[config.mk]
export PLATFORM = sky130hd
export DESIGN_NAME = seq_timing_elastic_pipe
export DESIGN_NICKNAME = d
export VERILOG_FILES = /design/src/rtl/seq_timing_elastic_pipe.sv
export SDC_FILE = /design/constraint.sdc
export NUM_CORES = 1
export LEC_CHECK = 0
export CORE_MARGIN = 2
export CORE_UTILIZATION = 42
export CTS_BUF_LIST = sky130_fd_sc_hd__clkbuf_4 sky130_fd_sc_hd__clkbuf_8 sky130_fd_sc_hd__clkbuf_16
export DETAILED_ROUTE_END_ITERATION = 16
export PLACE_DENSITY = 0.68
export SYNTH_ARGS = -nofsm -noshare
export SYNTH_HDL_FRONTEND = slang
export SYNTH_SLANG_ARGS = --single-unit
[constraint.sdc]
create_clock -name clk -period 3.3 [get_ports clk]
set_input_delay 0.825 -clock clk [delete_from_list [all_inputs] [get_ports clk]]
set_output_delay 0.825 -clock clk [all_outputs]
set_load 0.05 [all_outputs]
[src/rtl/seq_timing_elastic_pipe.sv]
// seq_timing_elastic_pipe
// Elastic register pipeline of DEPTH valid/ready stages carrying WIDTH-bit
// words. Ready propagates combinationally from out_ready back to in_ready, so
// a full chain can shift every cycle. An empty stage in front of a stalled
// stage still fills, so bubbles collapse. flush clears every valid bit but
// leaves data untouched. occupancy reports how many stages hold valid data.
module seq_timing_elastic_pipe #(
  parameter int                 WIDTH       = 8,
  parameter int                 DEPTH       = 3,
  parameter logic [WIDTH-1:0]   RESET_VALUE = '0,
  localparam int                CW          = $clog2(DEPTH + 1)
) (
  input  logic             clk,
  input  logic             rst,
  input  logic             flush,
  input  logic             in_valid,
  output logic             in_ready,
  input  logic [WIDTH-1:0] in_data,
  output logic             out_valid,
  input  logic             out_ready,
  output logic [WIDTH-1:0] out_data,
  output logic [CW-1:0]    occupancy
);

  // Stage state: index 0 is the input side, DEPTH-1 drives the outputs.
  logic [DEPTH-1:0] v;
  logic [WIDTH-1:0] d [DEPTH];

  // Per-stage advance enable and the valid/data each stage would load.
  logic [DEPTH-1:0] adv;
  logic [DEPTH-1:0] src_v;
  logic [WIDTH-1:0] src_d [DEPTH];

  // Ready chain: stage i may advance when out_ready is high or any stage at
  // or beyond i is empty. This is the closed form of
  // adv[i] = !v[i] | adv[i+1], computed without a self-referencing vector.
  always_comb begin : ready_chain
    logic tail_full;
    tail_full = 1'b1;
    adv       = '0;
    for (int i = DEPTH - 1; i >= 0; i--) begin
      tail_full = tail_full & v[i];
      adv[i]    = out_ready | ~tail_full;
    end
  end

  // Source of each stage: upstream port for stage 0, previous stage otherwise.
  always_comb begin
    src_v    = '0;
    src_v[0] = in_valid;
    src_d[0] = in_data;
    for (int i = 1; i < DEPTH; i++) begin
      src_v[i] = v[i-1];
      src_d[i] = d[i-1];
    end
  end

  // Valid bits: flush wins over advance; a stalled stage holds its valid.
  always_ff @(posedge clk or negedge rst) begin
    if (!rst) begin
      v <= '0;
    end else if (flush) begin
      v <= '0;
    end else begin
      for (int i = 0; i < DEPTH; i++) begin
        if (adv[i]) v[i] <= src_v[i];
      end
    end
  end

  // Data: only load from a valid source so idle stages do not toggle;
  // flush leaves data as it was.
  always_ff @(posedge clk or negedge rst) begin
    if (!rst) begin
      for (int i = 0; i < DEPTH; i++) d[i] <= RESET_VALUE;
    end else if (!flush) begin
      for (int i = 0; i < DEPTH; i++) begin
        if (adv[i] && src_v[i]) d[i] <= src_d[i];
      end
    end
  end

  // Occupancy is the popcount of the registered valid bits.
  always_comb begin
    occupancy = '0;
    for (int i = 0; i < DEPTH; i++) begin
      occupancy = occupancy + CW'(v[i]);
    end
  end

  assign in_ready  = adv[0];
  assign out_valid = v[DEPTH-1];
  assign out_data  = d[DEPTH-1];

endmodule

Word-level counts from Yosys, hierarchy flattened
Index checks and enable logic that the tools add are counted.
W data, S select, Z words.
{ "word_totals": {"n_memories": 0, "ram_bits": 0, "elab_cells": 30, "latchBits": 0, "romBits": 0, "register_bits": 27, "inputBits": 13, "output_inout_bits": 12} }
{ "op_classes": {"bitwise_logic": 9, "n_eq_ne": 0, "n_mul": 0, "div": 0, "n_mux": 4, "order_cmp": 0, "shift": 0, "add_sub_neg": 2, "n_reduce_logical": 9} }
{ "ops": {"columns": ["op", "count"], "rows": [
  ["$reduce_and A2 Y1", 3],
  ["$reduce_bool A2 Y1", 3],
  ["$not A1 Y1", 4],
  ["$logic_and A1 B1 Y1", 3],
  ["$mux W1", 3],
  ["$mux W3", 1],
  ["$or A1 B1 Y1", 3],
  ["$add A1 B1 Y2", 1],
  ["$add A2 B1 Y2", 1],
  ["$and A1 B1 Y1", 2]
]} }

Depth between registers and ports, before layout
{ "depth": {"depth_word": 6, "mapped_depth": 4} }

Least setup slack after synthesis
Ideal clock, no wire load.
{ "synth_timing": {"path_kind": "input to register", "from": "in out_ready", "to": "reg d[16] (netlist bit)", "stages": 3, "arrival_ps": 2233, "slack_ps": 942, "cell_sequence": "nand4b_1 > nand3b_2 > mux2_2"} }
{ "synth_via": {"elab_chain_len": 3} }
{ "synth_rtl": {"columns": ["item", "line_no", "rtl"], "rows": [
  ["start: declaration", "20", "input logic out_ready,"],
  ["$or A1 B1 Y1", "43", "adv[i] = out_ready | ~tail_full;"],
  ["$logic_and A1 B1 Y1", "78", "if (adv[i] && src_v[i]) d[i] <= src_d[i];"],
  ["$reduce_and A2 Y1 (no source line)", null, null],
  ["end signal: indexed assignment", "78", null],
  ["end: declaration", "27", "logic [WIDTH-1:0] d [DEPTH];"]
]} }
Every way passes these cells.
A chain may end at the register's enable or synchronous reset.

Worst setup path in the final report
{ "layout_timing": {"from": "reg v[2]", "to": "out occupancy[0]"} }
{ "layout_via": {"elab_chain_len": 1} }
{ "layout_rtl": {"columns": ["item", "line_no", "rtl"], "rows": [
  ["start: declaration", "26", "logic [DEPTH-1:0] v;"],
  ["start signal: indexed assignment", "66", "if (adv[i]) v[i] <= src_v[i];"],
  ["$add A2 B1 Y2", "87", "occupancy = occupancy + CW'(v[i]);"],
  ["end: declaration", "22", "output logic [CW-1:0] occupancy"]
]} }
Every way passes these cells.

==> metrics.txt <==
largest net degree at the start of global routing 28; post-CTS setup buffer count 0; Seq/Total Area, Yosys 0.583; Syn Inst Count 74; sequential share of power 0.465; root buf cell clkbuf_4; maximum vdd ir drop 0.327 mV; Max Slew Vio Count 0; gpl congestion 0.655; final setup violation count 0; fin crit share 0.893; Pint 635 uW; kind of critical path reg2out; Initial Util 0.432; port buffer count 24; clock sink count 27; FMAX 339 MHz; DR WL/cell 13.8 um; Hold WC Path Type reg2reg; Net Sw Power 353 uW; Clk network pwr share 0.144; area of the core 2690 um^2; Crit. End Element output port; total wire length 1710 um; actual slew at the worst max-slew pin 0.551 ns; headroom to the max-slew limit 0.633; via count 591; Startpoint Class register; cts repair resizes 0; Final Hold Fails 0; final std cells w/o fill 124; Worst Path Max Fanout 4; Post-Syn Area per Cell 15.7 um^2; LEAKAGE 0.000628 uW; switching share of power 0.357; cell taking the most area after synthesis dfrtp_1; final core utilization 0.517; clock skew 0.00943 ns; Die ar. 3200 um^2; Detailed Route Iter0 Violations 1; final hold slack 0.513 ns; # placed instances 120; Layout area overhead 19.7%; Yosys cell types 14; post-layout net count 108; RSZ-0062 raised after global routing false; Post-DRT Antenna Nets 0; Num CTS Buffers 3; WP data arrival 2.12 ns; first-pass GRT wire length 2980 um; CTS Buffer Depth 2; Die Span Y 56.6 um; post-route minimum period 2.95 ns; #FFs+latches synth 27; die width 56.6 um; WP data required 2.47 ns; H-tree depth 1; global-route usage over all layers 0.125; n_diodes 0; Final Power 988 uW; vias per cell 4.77; top cell type's share of synthesized area 0.583; status completed; residual DRC count 0; TNS Setup 0 ns; YS warnings 0; grt ovf 0; Synth Cell Area 1160 um^2; CTS Hold Bufs 0; Synth area leaders dfrtp_1, mux2_2, mux2_4; initial antenna violation count 0; TritonCTS clock tree done; PwrDens 711 nW/um^2; Mapped Nets 88; layout cells sized above 1 0.355; row count 19; Clock Latency Late Sink 0.32 ns; io pins 25; clock-pin transition on the worst setup and hold timing paths 0.15 ns; Comb pwr share 0.391; Post-DP HPWL 1200 um; first drt pass iteration count 3; vias in the first global route 623; max-cap violation count 0
path summary, 6_finish.rpt:
path,cells past startpoint,endpoint,startpoint,slack (ns)
worst max register to register,3,out_data[2]$_DFFE_PN0P_,v[2]$_DFFE_PN0P_,1.60
max in group asynchronous,2,d[15]$_DFFE_PN0P_,rst,2.21
worst min-delay path,1,d[8]$_DFFE_PN0P_,d[16]$_DFFE_PN0P_,0.51
min in group asynchronous,2,v[2]$_DFFE_PN0P_,rst,0.84
worst max-delay path,2,occupancy[0],v[2]$_DFFE_PN0P_,0.35
worst min register to register,1,d[8]$_DFFE_PN0P_,d[16]$_DFFE_PN0P_,0.51
layout make-up:
| type | instances | area [um^2] |
|---|---|---|
| Timing Repair Buffer | 25 | 245 |
| Clock buffer | 3 | 22.5 |
| Sequential cell | 27 | 676 |
| Clock inverter | 1 | 5.00 |
| Fill cell | 247 | 1300 |
| Inverter | 2 | 7.51 |
| Multi-Input combinational cell | 35 | 394 |
| Tap cell | 31 | 38.8 |
state kept, by name, indices dropped and copies added, names as in the netlist:
signal    cells
d            16
out_data      8
v             3
worst max-delay path, stage by stage (launching register included):
cell,delay (ns)
dfrtp_1,0.45
fa_1,0.55
clkdlybuf4s50_1,0.79
cells by family (layout without fill, tap and decap cells):
group / Yosys count / count (layout) / share of synthesized area
AND/OR/NAND/NOR: 7 / 7 / 0.0464
adder cells (fa/ha/maj): 1 / 1 / 0.0173
flip-flops: 27 / 27 / 0.583
buffers and inverters: 12 / 31 / 0.0777
AO/OA/AOI/OAI: 3 / 3 / 0.0173
multiplexers: 24 / 24 / 0.259
power groups by stage:
| stage | sequential, uW | combinational [uW] | clock (uW) |
|---|---|---|---|
| finish | 460 | 386 | 143 |
| global route | 474 | 407 | 165 |
| CTS | 461 | 390 | 148 |
| detailed placement | 469 | 389 | 0 |
| global placement | 464 | 384 | 0 |
| floorplan | 455 | 335 | 0 |
through the flow:
| step | worst slack, ns | area (um^2) |
|---|---|---|
| 2_1_floorplan | 0.942 | 1160 |
| 3_3_place_gp | 0.717 | 1360 |
| 3_5_place_dp | 0.693 | 1360 |
| 4_1_cts | 0.336 | 1390 |
| 5_1_grt | 0.284 | 1390 |
| 6_report | 0.354 | 1390 |
synthesized netlist by cell type:
library cell	instances
dfrtp_1	27
mux2_4	8
nor2_1	3
buf_6	2
a21oi_1	2
mux2_2	16
a211o_2	1
fa_1	1
buf_4	8
inv_1	2
nor2b_4	1
or3b_1	1
nand3b_2	1
nand4b_1	1
metal layers:
metal / routed length, um / share of wire / track usage
met5: 0 / 0 / 0
met4: 40 / 0.023 / 0.0714
met3: 57 / 0.033 / 0.0276
met2: 800 / 0.47 / 0.179
met1: 812 / 0.47 / 0.173
cells in the final DEF (no fill, tap or decap), types with 2 or more instances in the layout:
| master | instances |
|---|---|
| dfrtp_1 | 27 |
| clkdlybuf4s50_1 | 23 |
| clkbuf_4 | 3 |
| mux2_2 | 16 |
| mux2_4 | 8 |
| nor2_1 | 3 |
| buf_4 | 2 |
| inv_1 | 2 |
| a21oi_1 | 2 |
No activity file was read; power rests on OpenSTA's default activity.
